**src/rtl/ahb3lite_pkg.sv**
```systemverilog
// Shared AHB3-Lite encodings and burst helpers for the multi-layer switch slave port.
package ahb3lite_pkg;

  localparam logic [1:0] HTRANS_IDLE   = 2'b00;
  localparam logic [1:0] HTRANS_NONSEQ = 2'b10;
  localparam logic [1:0] HTRANS_SEQ    = 2'b11;

  localparam logic [2:0] HBURST_SINGLE = 3'd0;
  localparam logic [2:0] HBURST_INCR   = 3'd1;
  localparam logic [2:0] HBURST_WRAP4  = 3'd2;
  localparam logic [2:0] HBURST_INCR4  = 3'd3;
  localparam logic [2:0] HBURST_WRAP8  = 3'd4;
  localparam logic [2:0] HBURST_INCR8  = 3'd5;
  localparam logic [2:0] HBURST_WRAP16 = 3'd6;
  localparam logic [2:0] HBURST_INCR16 = 3'd7;

  localparam logic HRESP_OKAY = 1'b0;

  // Beats remaining after the NONSEQ beat; undefined-length bursts report 0.
  function automatic logic [3:0] burst_beats(input logic [2:0] hburst);
    case (hburst)
      HBURST_SINGLE, HBURST_INCR:   return 4'd0;
      HBURST_WRAP4,  HBURST_INCR4:  return 4'd3;
      HBURST_WRAP8,  HBURST_INCR8:  return 4'd7;
      HBURST_WRAP16, HBURST_INCR16: return 4'd15;
      default:                      return 4'd0;
    endcase
  endfunction

endpackage

```
**src/rtl/ahb3lite_interconnect_wrr_pick.sv**
```systemverilog
// Combinational picker: highest requesting priority level, then round-robin
// starting just after that level's pointer.
module ahb3lite_interconnect_wrr_pick #(
  parameter int MASTERS     = 4,
  parameter int MASTER_BITS = 2
) (
  input  logic [MASTERS-1:0]                        hsel,
  input  logic [MASTERS*MASTER_BITS-1:0]            priorities,
  input  logic [(2**MASTER_BITS)*MASTER_BITS-1:0]   rr_ptr,
  output logic [MASTER_BITS-1:0]                    level,
  output logic [MASTER_BITS-1:0]                    pick,
  output logic                                      valid
);

  localparam int LEVELS = 2 ** MASTER_BITS;

  logic [MASTER_BITS-1:0] prio_a [MASTERS];
  logic [MASTER_BITS-1:0] ptr_a  [LEVELS];
  logic [MASTER_BITS-1:0] ptr;
  logic [MASTERS-1:0]     cand;
  logic                   found;

  always_comb begin
    level = '0;
    valid = 1'b0;
    for (int m = 0; m < MASTERS; m++) begin
      prio_a[m] = priorities[m*MASTER_BITS +: MASTER_BITS];
      if (hsel[m] && (!valid || prio_a[m] > level)) begin
        level = prio_a[m];
        valid = 1'b1;
      end
    end
    for (int l = 0; l < LEVELS; l++) begin
      ptr_a[l] = rr_ptr[l*MASTER_BITS +: MASTER_BITS];
    end
    ptr = ptr_a[level];
    for (int m = 0; m < MASTERS; m++) begin
      cand[m] = hsel[m] && (prio_a[m] == level);
    end
    // First pass scans above the pointer, second pass wraps to the bottom.
    pick  = '0;
    found = 1'b0;
    for (int m = 0; m < MASTERS; m++) begin
      if (!found && cand[m] && (m > int'(ptr))) begin
        pick  = MASTER_BITS'(m);
        found = 1'b1;
      end
    end
    for (int m = 0; m < MASTERS; m++) begin
      if (!found && cand[m]) begin
        pick  = MASTER_BITS'(m);
        found = 1'b1;
      end
    end
  end

endmodule

```
**src/rtl/ahb3lite_interconnect_slave_port_wrr.sv**
```systemverilog
// Slave-port arbiter/mux: priority then weighted round-robin, switching only at
// burst boundaries, never under HMASTLOCK, with a per-tenure transfer quantum.
module ahb3lite_interconnect_slave_port_wrr
  import ahb3lite_pkg::*;
#(
  parameter int HADDR_SIZE  = 32,
  parameter int HDATA_SIZE  = 32,
  parameter int MASTERS     = 4,
  parameter int WEIGHT_BITS = 4,
  localparam int MASTER_BITS = (MASTERS == 1) ? 1 : $clog2(MASTERS)
) (
  input  logic                           HCLK,
  input  logic                           HRESET,
  input  logic [MASTERS*MASTER_BITS-1:0] mst_priority,
  input  logic [MASTERS*WEIGHT_BITS-1:0] mst_weight,
  input  logic [MASTERS-1:0]             mstHSEL,
  input  logic [MASTERS*HADDR_SIZE-1:0]  mstHADDR,
  input  logic [MASTERS*HDATA_SIZE-1:0]  mstHWDATA,
  input  logic [MASTERS-1:0]             mstHWRITE,
  input  logic [MASTERS*3-1:0]           mstHSIZE,
  input  logic [MASTERS*3-1:0]           mstHBURST,
  input  logic [MASTERS*4-1:0]           mstHPROT,
  input  logic [MASTERS*2-1:0]           mstHTRANS,
  input  logic [MASTERS-1:0]             mstHMASTLOCK,
  input  logic [MASTERS-1:0]             mstHREADY,
  output logic [HDATA_SIZE-1:0]          mstHRDATA,
  output logic [MASTERS-1:0]             mstHREADYOUT,
  output logic [MASTERS-1:0]             mstHRESP,
  output logic                           slv_HSEL,
  output logic [HADDR_SIZE-1:0]          slv_HADDR,
  output logic [HDATA_SIZE-1:0]          slv_HWDATA,
  output logic                           slv_HWRITE,
  output logic [2:0]                     slv_HSIZE,
  output logic [2:0]                     slv_HBURST,
  output logic [3:0]                     slv_HPROT,
  output logic [1:0]                     slv_HTRANS,
  output logic                           slv_HMASTLOCK,
  output logic                           slv_HREADYOUT,
  input  logic [HDATA_SIZE-1:0]          slv_HRDATA,
  input  logic                           slv_HREADY,
  input  logic                           slv_HRESP,
  output logic [MASTERS-1:0]             granted_master
);

  localparam int LEVELS = 2 ** MASTER_BITS;

  logic [HADDR_SIZE-1:0]  addr_a   [MASTERS];
  logic [HDATA_SIZE-1:0]  wdata_a  [MASTERS];
  logic [2:0]             size_a   [MASTERS];
  logic [2:0]             burst_a  [MASTERS];
  logic [3:0]             prot_a   [MASTERS];
  logic [1:0]             trans_a  [MASTERS];
  logic [WEIGHT_BITS-1:0] weight_a [MASTERS];

  for (genvar i = 0; i < MASTERS; i++) begin : g_unpack
    assign addr_a[i]   = mstHADDR[i*HADDR_SIZE +: HADDR_SIZE];
    assign wdata_a[i]  = mstHWDATA[i*HDATA_SIZE +: HDATA_SIZE];
    assign size_a[i]   = mstHSIZE[i*3 +: 3];
    assign burst_a[i]  = mstHBURST[i*3 +: 3];
    assign prot_a[i]   = mstHPROT[i*4 +: 4];
    assign trans_a[i]  = mstHTRANS[i*2 +: 2];
    assign weight_a[i] = mst_weight[i*WEIGHT_BITS +: WEIGHT_BITS];
  end

  logic [MASTER_BITS-1:0] g_q, g_d, d_q, d_d;
  logic [3:0]             burst_left_q, burst_left_d;
  logic [WEIGHT_BITS-1:0] q_cnt_q, q_cnt_d;
  logic                   first_beat_q, first_beat_d;
  logic [MASTER_BITS-1:0] rr_ptr_q [LEVELS];
  logic [MASTER_BITS-1:0] rr_ptr_d [LEVELS];
  logic [LEVELS*MASTER_BITS-1:0] rr_ptr_flat;

  logic [MASTER_BITS-1:0] pk_level, pk_pick;
  logic                   pk_valid;

  always_comb begin
    for (int l = 0; l < LEVELS; l++) begin
      rr_ptr_flat[l*MASTER_BITS +: MASTER_BITS] = rr_ptr_q[l];
    end
  end

  ahb3lite_interconnect_wrr_pick #(
    .MASTERS     (MASTERS),
    .MASTER_BITS (MASTER_BITS)
  ) u_pick (
    .hsel       (mstHSEL),
    .priorities (mst_priority),
    .rr_ptr     (rr_ptr_flat),
    .level      (pk_level),
    .pick       (pk_pick),
    .valid      (pk_valid)
  );

  logic                   sel_g, lock_g, accept, burst_end, quantum_done, switch_ok;
  logic [1:0]             trans_g, eff_trans;
  logic [2:0]             burst_g;
  logic [3:0]             beats;
  logic [WEIGHT_BITS-1:0] weight_eff;

  always_comb begin
    sel_g   = mstHSEL[g_q];
    lock_g  = mstHMASTLOCK[g_q];
    trans_g = trans_a[g_q];
    burst_g = burst_a[g_q];
    // A master granted mid-burst must not present SEQ to a slave it never addressed.
    eff_trans = (first_beat_q && trans_g == HTRANS_SEQ) ? HTRANS_NONSEQ : trans_g;
    accept    = slv_HREADY & sel_g & trans_g[1];
    beats     = burst_beats(burst_g);
    burst_end = accept & ((eff_trans == HTRANS_NONSEQ && beats == 4'd0) ||
                          (eff_trans == HTRANS_SEQ && burst_left_q == 4'd1) ||
                          (burst_g == HBURST_INCR));
    weight_eff   = (weight_a[g_q] == '0) ? WEIGHT_BITS'(1) : weight_a[g_q];
    quantum_done = ({1'b0, q_cnt_q} + (WEIGHT_BITS+1)'(1)) >= {1'b0, weight_eff};
    switch_ok    = slv_HREADY & (~sel_g | (trans_g == HTRANS_IDLE & ~lock_g) |
                                 (accept & ~lock_g & burst_end & quantum_done));

    g_d          = g_q;
    d_d          = slv_HREADY ? g_q : d_q;
    burst_left_d = burst_left_q;
    q_cnt_d      = q_cnt_q;
    first_beat_d = first_beat_q;
    rr_ptr_d     = rr_ptr_q;

    if (accept) begin
      if (eff_trans == HTRANS_NONSEQ) burst_left_d = beats;
      else if (burst_left_q != 4'd0)  burst_left_d = burst_left_q - 4'd1;
      if (q_cnt_q != '1) q_cnt_d = q_cnt_q + WEIGHT_BITS'(1);
      first_beat_d = 1'b0;
    end

    if (switch_ok) begin
      q_cnt_d = '0;
      if (pk_valid) begin
        g_d                = pk_pick;
        rr_ptr_d[pk_level] = pk_pick;
        if (pk_pick != g_q) first_beat_d = 1'b1;
      end
    end
  end

  always_ff @(posedge HCLK) begin
    if (HRESET) begin
      g_q          <= '0;
      d_q          <= '0;
      burst_left_q <= '0;
      q_cnt_q      <= '0;
      first_beat_q <= 1'b0;
      for (int l = 0; l < LEVELS; l++) rr_ptr_q[l] <= '0;
    end else begin
      g_q          <= g_d;
      d_q          <= d_d;
      burst_left_q <= burst_left_d;
      q_cnt_q      <= q_cnt_d;
      first_beat_q <= first_beat_d;
      rr_ptr_q     <= rr_ptr_d;
    end
  end

  // Slave-side HREADY input follows the granted master's bus HREADY.
  always_comb begin
    slv_HSEL      = sel_g;
    slv_HADDR     = addr_a[g_q];
    slv_HWDATA    = wdata_a[d_q];
    slv_HWRITE    = mstHWRITE[g_q];
    slv_HSIZE     = size_a[g_q];
    slv_HBURST    = burst_g;
    slv_HPROT     = prot_a[g_q];
    slv_HTRANS    = eff_trans;
    slv_HMASTLOCK = lock_g;
    slv_HREADYOUT = mstHREADY[g_q];
    mstHRDATA     = slv_HRDATA;
    for (int m = 0; m < MASTERS; m++) begin
      granted_master[m] = (g_q == MASTER_BITS'(m));
      if (d_q == MASTER_BITS'(m)) begin
        mstHREADYOUT[m] = slv_HREADY;
        mstHRESP[m]     = slv_HRESP;
      end else begin
        mstHREADYOUT[m] = !((g_q != MASTER_BITS'(m)) && mstHSEL[m] && trans_a[m][1]);
        mstHRESP[m]     = HRESP_OKAY;
      end
    end
  end

endmodule

```
**config.mk**
```make
export PLATFORM = sky130hd
export DESIGN_NAME = ahb3lite_interconnect_slave_port_wrr
export DESIGN_NICKNAME = d
export VERILOG_FILES = /design/src/rtl/ahb3lite_pkg.sv /design/src/rtl/ahb3lite_interconnect_wrr_pick.sv /design/src/rtl/ahb3lite_interconnect_slave_port_wrr.sv
export SDC_FILE = /design/constraint.sdc
export NUM_CORES = 1
export LEC_CHECK = 0
export ABC_CLOCK_PERIOD_IN_PS = 12540
export CAP_MARGIN = 20
export CORE_AREA = 2 2 197 199
export CTS_CLUSTER_SIZE = 24
export DETAILED_ROUTE_END_ITERATION = 7
export DIE_AREA = 0 0 199 201
export GPL_TIMING_DRIVEN = 0
export PLACE_DENSITY_LB_ADDON = 0.3
export SYNTH_ARGS = -nofsm -noshare
export SYNTH_HDL_FRONTEND = slang
export SYNTH_HIERARCHICAL = 1
export SYNTH_SLANG_ARGS = --single-unit
```
**constraint.sdc**
```tcl
create_clock -name HCLK -period 12.54 [get_ports HCLK]
set_input_delay 1.254 -clock HCLK [delete_from_list [all_inputs] [get_ports HCLK]]
set_output_delay 1.254 -clock HCLK [all_outputs]
set_load 0.05 [all_outputs]
```
# Yosys cells after proc, flatten, opt, wreduce, memory -nomap -nowiden
# Memory sizes are Yosys's and may differ from the RTL's.
# Index checks and enable logic that the tools add are counted.
totals:
  memories: 1
  out_inout_bits: 124
  register_bits: 21
  mem_bits_ro: 32
  word_cells: 190
mem_list:
  columns: ["name", "depth", "word_bits", "read_ports", "rd_clocked_by_memory_dff", "wr", "line", "text"]
  rows:
  - ["(name not given)", 8, 4, 1, 0, 0, "ahb3lite_pkg.sv:21", "case (hburst)"]
classes:
  n_mux: 72
  addsub: 3
  eq_ne: 20
  n_lt_le_gt_ge: 12
  n_reduce_logical: 58
  bitwise: 15
ops:
  columns: ["op", "count"]
  rows:
  - ["32-bit binary-select mux with 2-bit select", 2]
  - ["32-bit two-way mux", 4]
  - ["2-bit two-way mux", 16]
  - ["1-bit logical AND", 28]
  - ["4-bit two-way mux", 7]
  - ["1-bit two-way mux", 27]
  - ["4-bit binary-select mux with 2-bit select", 2]
  - ["2-bit == test (second input constant)", 7]
  - ["1-bit zero test", 13]
  - ["3-bit binary-select mux with 2-bit select", 2]
  - ["3-bit two-way mux", 4]
  - ["3-bit greater-or-equal comparator (second input constant)", 3]
  - ["2-bit NOT with 3-bit output", 3]
  - ["1-bit bitwise AND", 8]
  - ["1-bit binary-select mux with 2-bit select", 4]
  - ["2-bit binary-select mux with 2-bit select", 2]
  - ["8-bit bitwise mux", 1]
  - ["2-bit == test", 4]
  - ["4-bit zero test", 2]
  - ["2-bit > comparator", 3]
  - ["2-bit zero test", 3]
  - ["2-bit AND reduction", 3]
  - ["4-bit by 1-bit adder with 5-bit output (second input constant)", 1]
  - ["5-bit by 4-bit greater-or-equal comparator with 1-bit output", 1]
  - ["20 further kinds", 30]

# Depth between registers and ports, before layout
depth:
  ltp_word: 44
  depth_mapped: 25
  ltp_nobuf: 24

# Cells and area by module
# The synthesis kept the hierarchy.
by_module_without_submodules:
  columns: ["mod", "area_each_um2", "instances", "cells_per_inst"]
  rows:
  - ["ahb3lite_interconnect_slave_port_wrr", 3707.3, 1, 312]
  - ["ahb3lite_interconnect_wrr_pick", 675.6, 1, 86]

# Worst setup path after synthesis
# OpenSTA, ideal clock, no wires.
synth_timing:
  path_type: "input-to-reg"
  start: "in mst_priority[1]"
  end: "reg first_beat_q"
  path_stages: 25
  arrival_time_ns: 5.568
  path_slack_ns: 6.880
  cell_sequence: "and2_1 inv_1 ha_1 nand2b_1 a221o_1 a32o_2 inv_1 ha_1 nor2b_1 a2bb2oi_1 o211ai_1 o21ai_2 ha_1 nor2b_1 a2bb2oi_1 o21ai_1 o211ai_1 buf_4 and3_2 o32ai_4 a22oi_2 o221ai_1 xor2_1 nor2_1 o32ai_1"
synth_between:
  elab_chain_cells: 44
  word_cells_on_any_way: 65
synth_lines:
  columns: ["element", "line", "text"]
  rows:
  - ["start, declared", "ahb3lite_interconnect_slave_port_wrr.sv:14", "input logic [MASTERS*MASTER_BITS-1:0] mst_priority,"]
  - ["2-bit two-way mux", "ahb3lite_interconnect_wrr_pick.sv:28", "if (hsel[m] && (!valid || prio_a[m] > level)) begin"]
  - ["2-bit > comparator", "ahb3lite_interconnect_wrr_pick.sv:28", null]
  - ["1-bit logical OR", "ahb3lite_interconnect_wrr_pick.sv:28", null]
  - ["1-bit logical AND", "ahb3lite_interconnect_wrr_pick.sv:28", null]
  - ["2-bit two-way mux / 1-bit two-way mux (equally long branches)", "ahb3lite_interconnect_wrr_pick.sv:28", null]
  - ["2-bit > comparator / 1-bit zero test (equally long branches)", "ahb3lite_interconnect_wrr_pick.sv:28", null]
  - ["1-bit logical OR", "ahb3lite_interconnect_wrr_pick.sv:28", null]
  - ["1-bit logical AND", "ahb3lite_interconnect_wrr_pick.sv:28", null]
  - ["(+29 left out)", null, null]
  - ["1-bit zero test", "ahb3lite_interconnect_wrr_pick.sv:50", "if (!found && cand[m]) begin"]
  - ["1-bit logical AND", "ahb3lite_interconnect_wrr_pick.sv:50", null]
  - ["2-bit two-way mux *", "ahb3lite_interconnect_wrr_pick.sv:50", null]
  - ["net pk_pick[0]", "ahb3lite_interconnect_slave_port_wrr.sv:73", "logic [MASTER_BITS-1:0] pk_level, pk_pick;"]
  - ["2-bit != test *", "ahb3lite_interconnect_slave_port_wrr.sv:136", "if (pk_pick != g_q) first_beat_d = 1'b1;"]
  - ["1-bit two-way mux *", "ahb3lite_interconnect_slave_port_wrr.sv:136", null]
  - ["1-bit two-way mux *", "ahb3lite_interconnect_slave_port_wrr.sv:133", "if (pk_valid) begin"]
  - ["1-bit two-way mux *", "ahb3lite_interconnect_slave_port_wrr.sv:131", "if (switch_ok) begin"]
  - ["end signal, assigned", "ahb3lite_interconnect_slave_port_wrr.sv:154", "first_beat_q <= first_beat_d;"]
  - ["end, declared", "ahb3lite_interconnect_slave_port_wrr.sv:68", "logic first_beat_q, first_beat_d;"]
# Mark *: on every way through the listed nets, which the timed path passes. The rest lies on a longest branch. The select of a mux whose other input is x is not followed.
# A chain may end at the register's enable or synchronous reset.

# Final worst setup path
layout_timing:
  start: "in mstHSEL[0]"
  end: "reg first_beat_q"
layout_between:
  elab_chain_cells: 44
  word_cells_on_any_way: 80
layout_lines:
  columns: ["element", "line", "text"]
  rows:
  - ["start, declared", "ahb3lite_interconnect_slave_port_wrr.sv:16", "input logic [MASTERS-1:0] mstHSEL,"]
  - ["2-bit two-way mux / 1-bit two-way mux (equally long branches)", "ahb3lite_interconnect_wrr_pick.sv:28", null]
  - ["2-bit > comparator / 1-bit zero test (equally long branches)", "ahb3lite_interconnect_wrr_pick.sv:28", null]
  - ["1-bit logical OR", "ahb3lite_interconnect_wrr_pick.sv:28", null]
  - ["1-bit logical AND", "ahb3lite_interconnect_wrr_pick.sv:28", null]
  - ["2-bit two-way mux / 1-bit two-way mux (equally long branches)", "ahb3lite_interconnect_wrr_pick.sv:28", null]
  - ["2-bit > comparator / 1-bit zero test (equally long branches)", "ahb3lite_interconnect_wrr_pick.sv:28", null]
  - ["1-bit logical OR", "ahb3lite_interconnect_wrr_pick.sv:28", null]
  - ["1-bit logical AND", "ahb3lite_interconnect_wrr_pick.sv:28", null]
  - ["(+29 left out)", null, null]
  - ["1-bit zero test", "ahb3lite_interconnect_wrr_pick.sv:50", null]
  - ["1-bit logical AND", "ahb3lite_interconnect_wrr_pick.sv:50", null]
  - ["2-bit two-way mux *", "ahb3lite_interconnect_wrr_pick.sv:50", null]
  - ["net pk_pick[0]", "ahb3lite_interconnect_slave_port_wrr.sv:73", null]
  - ["2-bit != test *", "ahb3lite_interconnect_slave_port_wrr.sv:136", null]
  - ["1-bit two-way mux *", "ahb3lite_interconnect_slave_port_wrr.sv:136", null]
  - ["1-bit two-way mux *", "ahb3lite_interconnect_slave_port_wrr.sv:133", null]
  - ["1-bit two-way mux *", "ahb3lite_interconnect_slave_port_wrr.sv:131", null]
# Marked as above.

==> metrics.yaml <==
outcome: "finished clean"
layoutNonFillerInstCount: 1400
multi_input_area_um2: 3510
cts_buffers: 3
cp.required_ns: 12.70
hpwl_um: 27500
finalCritPeriodShare: 0.535
min_period_ns: 6.71
cap_violations: 0
first_iter_violations: 220
routedWlPerCell_um: 22.0
place_ws_ns: 5.56
cts_sinks: 21
leakagePower_nw: 3.45
antenna_found_initial: 12
drt-total-wl_um: 30700
fin_setup_tns_ns: 0
relSlewSlack: 0.430
numPortBuffers: 471
dp_cells: 1387
syn_inst: 398
whs_ns: 0.470
ys_seq_area_frac: 0.0959
slowest_delay_ns: 0.70
finalHoldViolations: 0
ctsHtreeMaxLevel: 1
fin_area_um2: 9850
async_flop_share: 0
postSynthAreaPerCell_um2: 11.0
track_usage: 0.143
syn_nets: 792
seq_area_um2: 420
ys_warn_count: 6
setup_ws_ns: 5.83
ctsResizeCount: 0
vias: 5483
clock_latency_ns: 0.25
postCtsSetupRepairBufs: 0
drive_gt1_frac: 0.174
utilization: 0.258
clock_skew_ns: 0.00309
worst_pin_slew_ns: 0.855
drc: 0
power_uw: 675
cpMaxStageDelayCell: "clkdlybuf4s50_1"
worstSetupEndpointType: "register"
die_x_um: 199
hold_buffers: 0
worstPathArrival_ns: 6.87
crit_family: "compound AO/OA/AOI/OAI gates"
vias_per_cell: 3.92
cts_root_buf: "clkbuf_16"
first_global_vias: 5644
layout.nets: 1268
synth_flop_cell: "dfxtp_1"
ys_ff_latch: 21
syn2layout_area_growth_pct: 125
fmax_mhz: 149
dr.pass1.iters: 4
ir_worst_vdd_uv: 38.1
syn-cell-area_um2: 4380
die_h_um: 201
hold_class: "register to register"
crit_top_cell: "ha_1"
cts_tree: "done"
place_area_um2: 9750
rsz0062_at_grt: "no"
clockBufferDepth: 2
finalWeightedCongestion: 0.791
fp-row-count: 72
coreArea_um2: 38100
synth_edf_count: 0
clk_pin_slew_worst_paths_ns: 0.06
finalSetupViolations: 0
grt_max_degree: 12
critical_path_class: "input pin to register"
power_density_nw_per_um2: 68.5
grt_pass1_wl_um: 40700
cp-start-kind: "input pin"
io_pins: 504
nFillCells: 4030
cp_max_fo: 10
postRouteAntennaNets: 0
synth_cell_types: 73
start_util: 0.115
path_buf_inv: 4
report.final.slew_viol_count: 0
die_area_um2: 40000
grt_overflow_total: 0
## Yosys cell counts (6+ instances only)
library cell,n,area share
a21oi_1,11,0.013
and2_1,6,0.0086
and3_1,7,0.010
buf_2,6,0.0069
buf_4,33,0.057
clkbuf_1,14,0.012
dfxtp_1,21,0.096
ha_1,14,0.040
inv_1,14,0.012
mux2i_1,17,0.039
mux4_2,81,0.42
nand2_1,15,0.013
nand2b_1,18,0.026
nor2_1,15,0.013
nor2b_1,8,0.011
nor3_1,11,0.013
o21ai_0,9,0.010
## placed cells by master (no fill, tap or decap), types with 2 or more instances in the layout
cell,instances
a32o_2,3
buf_1,5
a2bb2oi_1,2
mux4_1,3
dfxtp_1,21
xor2_1,4
inv_1,14
o221ai_1,3
a211o_1,2
nand2_1,15
buf_2,6
a31oi_1,4
o211ai_1,5
and3_1,7
buf_4,33
nor2b_1,8
a21oi_1,11
o21ai_0,9
buf_6,4
a21boi_1,5
nor3b_1,2
nand2b_1,18
mux4_2,81
nor2_1,15
nand2_2,2
xnor2_1,3
clkbuf_1,15
nor3_1,11
clkbuf_16,3
a211oi_1,2
mux2i_1,17
and3_4,2
and2_1,6
o22ai_1,2
clkdlybuf4s50_1,471
nand3_1,5
o21a_1,3
diode_2,9
ha_1,14
## final cells by class
| cell class | count | area share |
|---|---|---|
| inverters | 15 | 0.00584 |
| repair buffers | 471 | 0.479 |
| plain buffers | 62 | 0.0400 |
| flip-flops and latches | 21 | 0.0427 |
| well taps | 518 | 0.0658 |
| clock buffers | 4 | 0.00801 |
| diodes | 9 | 0.00229 |
| multi-input cells | 300 | 0.357 |
## cell families (layout without fill, tap and decap cells)
family,after synthesis,after routing,synth area share
multiplexers,101,101,0.473
AND/OR/NAND/NOR,100,100,0.129
AO/OA/AOI/OAI,78,78,0.145
buffers and inverters,77,552,0.103
flip-flops,21,21,0.0959
adder cells (fa/ha/maj),14,14,0.0400
XOR/XNOR,7,7,0.0140
other,0,9,0
## routing by layer
metal,vias up,GRT usage,routed length [um]
met2,229,0.239,14900
met1,2681,0.168,11800
li1,2550,-,-
met5,-,0,29
met3,17,0.0566,3380
met4,6,0.0405,570
## state kept, by name, summed over array words and instances, names as in the netlist
register	cells
q_cnt_q	4
d_q	2
first_beat_q	1
burst_left_q	4
rr_ptr_flat	8
g_q	2
## where the power goes
| part | internal, mW | switching [mW] |
|---|---|---|
| registers | 0.0701 | 0.00232 |
| clock network | 0.0433 | 0.0250 |
| logic | 0.253 | 0.281 |
| total | 0.366 | 0.309 |
## final timing paths
| path | start | to | slack (ns) | cells past startpoint |
|---|---|---|---|---|
| worst max-delay path | mstHSEL[0] | first_beat_q | 5.83 | 26 |
| worst min-delay path | rr_ptr_flat[6] | rr_ptr_flat[6] | 0.47 | 2 |
| worst max register to register | g_q[1] | rr_ptr_flat[7] | 8.87 | 12 |
| worst min register to register | rr_ptr_flat[6] | rr_ptr_flat[6] | 0.47 | 2 |
## worst reg2reg max path: cells and delay by family, from the launching register on
kind | cells | cell delay, ns
compound gates | 4 | 0.89
buf+inv | 3 | 1.21
fa+ha+maj | 1 | 0.26
simple gates | 2 | 0.36
flops | 1 | 0.30
mux | 2 | 0.55
(Power assumes the default switching activity.)
==> variant 1: new RTL, same settings <==
Reset style: asynchronous (`HRESET`), changed in one clocked block.
--- a/src/rtl/ahb3lite_interconnect_slave_port_wrr.sv
+++ b/src/rtl/ahb3lite_interconnect_slave_port_wrr.sv
@@ -140,3 +140,3 @@
 
-  always_ff @(posedge HCLK) begin
+  always_ff @(posedge HCLK or posedge HRESET) begin
     if (HRESET) begin
Behaviour: differs if HRESET is asserted again (counterexample within 4 cycles, from zero or initial values and one cycle with HRESET high); with HRESET held inactive, the same outputs for 4 cycles.
==> variant 1 against the original RTL <==
Wire length is 12% higher. Synthesized area increased by 0.37%. Sequential cell count is the same. Worst hold slack better by 0.022 ns. Final area up 0.38%. Setup slack got worse by 0.31 ns. Largest cell class unchanged.
Power is left out: it rests on default switching activity, and per cell area and clock period it moved more than threefold.
==> variant 1: results (changes against the original RTL) <==
metric,value,unit,change
status,"finished, final reports clean",,unchanged
largest_register_ffs,8,,unchanged
fin_nets,1259,,was 1268
synthAdderAreaFrac,3.98,%,was 4.00%
yosys-top-cells-area,"mux4_2 (43%), dfrtp_1 (12%), buf_4 (5.6%), ha_1 (4.0%), mux2_1 (2.0%)",,"was mux4_2 (42%), dfxtp_1 (9.6%), buf_4 (5.7%), ha_1 (4.0%), mux2i_1 (3.9%)"
hold-path-endpoint,rr_ptr_flat[1]$_DFFE_PP0P_,,was rr_ptr_flat[6]$_SDFFE_PP0P_
cts_max_level,1,,unchanged
slowest_delay,0.71,ns,
drive_above_1_share,17.9,%,was 17.4%
antenna_found_initial,14,,was 12
first_global_vias,5837,,was 5644
drtIter0Drc,338,,was 220
cp_max_fo,10,,unchanged
grt_max_degree,22,,was 12
routed_via_density,4.03,,was 3.92
ys_dominant_reg_cell,dfrtp_1,,was dfxtp_1
reg2reg_slack,8.07,ns,was 8.87 ns
cts_max_path_buffers,2,,unchanged
yosys_warnings,6,,unchanged
io_buffers,471,,unchanged
hold_path_depth,1,,was 2
clk_latency,0.26,ns,
cts_resized,0,,unchanged
cts_buffers,3,,unchanged
ys_types,69,,was 73
track_usage,16.3,%,was 14.3%
synthMuxAreaShare,45.8,%,was 47.3%
wl_per_cell,24.9,µm,was 22.0 µm
synthTopCellsByCount,"mux4_2 (84), buf_4 (33), dfrtp_1 (21)",,"was mux4_2 (81), buf_4 (33), dfxtp_1 (21)"
worst_slew_pin_slew,0.931,ns,was 0.855 ns
clkTransAtPathRegs,0.07,ns,
hp-class,reg2reg,,unchanged
postRouteAntennaNets,0,,unchanged
r2r_end,q_cnt_q[2]$_DFFE_PP0P_,,was rr_ptr_flat[7]$_SDFFE_PP0P_
skew,0.00232,ns,was 0.00309 ns
postCtsSetupRepairBufs,0,,unchanged
first_pass_iters,4,,unchanged
dpl.hpwl,30900,µm,was 27500 µm
cpMaxStageDelayCell,clkdlybuf4s50_1,,unchanged
synth-compound-area-share,16.8,%,was 14.5%
worst_hold_slack,0.492,ns,was 0.470 ns
synth_seq_area_share,11.9,%,was 9.59%
cts-root-buf,clkbuf_16,,unchanged
r2r_cells,12,,unchanged
grt_pass1_wl,44900,µm,was 40700 µm
synth_xor_area_share,1.59,%,was 1.40%
arrival,7.17,ns,was 6.87 ns
reg2reg_from,g_q[1]$_DFFE_PP0P_,,was g_q[1]$_SDFFE_PP0P_
synthArstFlopShare,100,%,was 0%
gp_congestion,0.840,,was 0.791
hp-start,rr_ptr_flat[1]$_DFFE_PP0P_,,was rr_ptr_flat[6]$_SDFFE_PP0P_
synth_nets,782,,was 792
-- variant 1: changes by cell type after synthesis, moves of 6 or more --
cell	delta
nand2b_1	-15
mux2i_1	-16
o21ai_0	-6
dfrtp_1	+21
dfxtp_1	-21
mux2_1	+8
-- variant 1: cells by family (layout without fill, tap and decap cells) --
logic type / after synthesis / in the layout
xor+xnor: 8 / 8
simple gates: 84 / 84
other cells: 0 / 5
flops: 21 / 21
fa+ha+maj: 14 / 14
compound gates: 87 / 87
mux: 95 / 95
buf+inv: 79 / 555
-- variant 1: layer usage --
metal  GRT usage, %  up-vias  part of all wire (%)
met5              0        -                  0.31
met2           23.4      306                    41
li1               -     2520                     -
met3           13.5       39                    19
met4           2.51       16                   1.6
met1           18.8     2710                    38
-- variant 1: metrics by stage --
step	setup slack [ns]	cell area (µm²)	std cells
finish	5.53	9880	1387
global route	5.10	9880	1385
CTS	5.54	9840	1381
detailed placement	5.27	9760	1377
global placement	5.32	9760	1377
floorplan	6.76	4400	388
-- variant 1: worst max-delay path, delay by kind of cell --
family	cells	cell delay, ns
compound gates	13	2.93
xor+xnor	1	0.19
buf+inv	4	1.02
simple gates	5	0.87
fa+ha+maj	3	0.88
-- variant 1: how the worst max path moves through the flow --
| stage | startpoint | to | slack [ns] | depth (start not counted) |
|---|---|---|---|---|
| after floorplan | mst_priority[1] | first_beat_q$_DFF_PP0_ | 6.76 | 25 |
| after global placement | mstHSEL[0] | first_beat_q$_DFF_PP0_ | 5.32 | 26 |
| after detailed placement | mstHSEL[0] | first_beat_q$_DFF_PP0_ | 5.27 | 26 |
| after CTS | mstHSEL[0] | first_beat_q$_DFF_PP0_ | 5.54 | 26 |
| after global routing | mstHSEL[0] | first_beat_q$_DFF_PP0_ | 5.10 | 26 |
| final | mstHSEL[0] | first_beat_q$_DFF_PP0_ | 5.53 | 26 |
-- variant 1: final cells by class --
| type | instances | area, µm² |
|---|---|---|
| repair buffers | 472 | 4740 |
| plain buffers | 59 | 363 |
| fillers | 4059 | 28200 |
| inverters | 20 | 76.3 |
| multi-input cells | 288 | 3430 |
| diodes | 5 | 12.5 |
| flip-flops and latches | 21 | 526 |
| well taps | 518 | 648 |
| clock inverters | 1 | 7.51 |
| clock buffers | 3 | 75.1 |
==> variant 2: new RTL, same flow settings <==
Made on the original files. Change the parameter `HDATA_SIZE` from 32 to 16.
--- a/src/rtl/ahb3lite_interconnect_slave_port_wrr.sv
+++ b/src/rtl/ahb3lite_interconnect_slave_port_wrr.sv
@@ -6,3 +6,3 @@
   parameter int HADDR_SIZE  = 32,
-  parameter int HDATA_SIZE  = 32,
+  parameter int HDATA_SIZE  = 16,
   parameter int MASTERS     = 4,
Interface: changed (resized mstHRDATA, mstHWDATA, slv_HRDATA and slv_HWDATA); port bits go from 504 to 392. No check against the original RTL was run, so the function may have changed too.
==> variant 2 against the original RTL <==
Sequential cell count unchanged. Critical endpoint unchanged. Highest routed layer unchanged. Largest power group unchanged. Clock power increased by 2%. Wire length decreased by 25%. Setup slack got worse by 0.15 ns. Largest cell class unchanged. Power decreased by 12%. Utilization decreased by 3.9 points. Synthesized cell count decreased by 9.0%. Via count decreased by 15%. Synthesized area decreased by 11%. Final area decreased by 15%.
==> variant 2: results (changes against the original RTL) <==
metric,value,unit,change
globalRouteMet3Util,2.30,%,was 5.66%
fin_nets,1056,,was 1268
p_seq_share,12.3,%,was 10.7%
multi_input_area_share,37.6,%,was 35.7%
power_clock,0.0697,mW,was 0.0683 mW
seq_share,5.02,%,was 4.27%
antenna_found_initial,4,,was 12
arrival,7.02,ns,was 6.87 ns
use_met1,13.5,%,was 16.8%
routed_via_density,3.72,,was 3.92
gp_congestion,0.758,,was 0.791
drt_wl_total,23000,µm,was 30700 µm
met1_length,9400,µm,was 11800 µm
drive_above_1_share,16.3,%,was 17.4%
n_antenna_cell,0,,was 9
first_global_vias,4612,,was 5644
routed-wl-met3,1830,µm,was 3380 µm
track_usage,10.7,%,was 14.3%
skew,0.00442,ns,was 0.00309 ns
clockBufferCount,4,,unchanged
slowest_delay,0.79,ns,was 0.70 ns
hp-start,rr_ptr_flat[7]$_SDFFE_PP0P_,,was rr_ptr_flat[6]$_SDFFE_PP0P_
nNonClkBuffers,417,,was 533
max_slew_margin,46.0,%,was 43.0%
final-clk-cell-share,0.942,%,was 0.801%
ir_drop,0.0541,mV,was 0.0381 mV
drtIter0Drc,239,,was 220
io_buffers,375,,was 471
synth_seq_area_share,10.8,%,was 9.59%
multi_input_gates,284,,was 300
power_leakage,2.92,nW,was 3.45 nW
crit_path_start,mstHSEL[0],,unchanged
grt_pass1_wl,31300,µm,was 40700 µm
buf_share,48.0,%,was 51.9%
status,"finished, final reports clean",,unchanged
fillers,4147,,was 4030
yosys-top-cells-area,"mux4_2 (38%), dfxtp_1 (11%), ha_1 (4.5%), mux2i_1 (4.4%), buf_4 (3.3%)",,"was mux4_2 (42%), dfxtp_1 (9.6%), buf_4 (5.7%), ha_1 (4.0%), mux2i_1 (3.9%)"
fin_cells,1259,,was 1400
dpl.hpwl,20500,µm,was 27500 µm
r2r_end,rr_ptr_flat[6]$_SDFFE_PP0P_,,was rr_ptr_flat[7]$_SDFFE_PP0P_
met2_length,11700,µm,was 14900 µm
==> variant 2: cell count changes after synthesis, sizes merged <==
cell | before | now
mux4 | 84 | 68
clkbuf | 14 | 11
buf | 48 | 31
==> variant 2: logic make-up after synthesis <==
logic type	share of synthesized area [%]
xor gates and xnor gates	1.58
and+or+nand+nor	14.5
muxes	44.0
buffers and inverters	8.17
AOI/OAI and AO/OA	16.3
DFF	10.8
adders and majority gates	4.50
==> variant 2: stage by stage <==
| step | hold slack, ns | setup WS, ns | power [mW] | util [%] | cell area [µm²] |
|---|---|---|---|---|---|
| after detailed placement | 0.464 | 5.43 | 0.526 | 21.8 | 8290 |
| after global placement | 0.460 | 5.48 | 0.525 | 21.8 | 8290 |
| final | 0.473 | 5.68 | 0.591 | 22.0 | 8370 |
| after floorplan | 0.444 | 6.88 | 0.335 | - | 3890 |
| after CTS | 0.479 | 5.69 | 0.598 | 22.0 | 8370 |
| after global routing | 0.489 | 5.28 | 0.625 | 22.0 | 8370 |
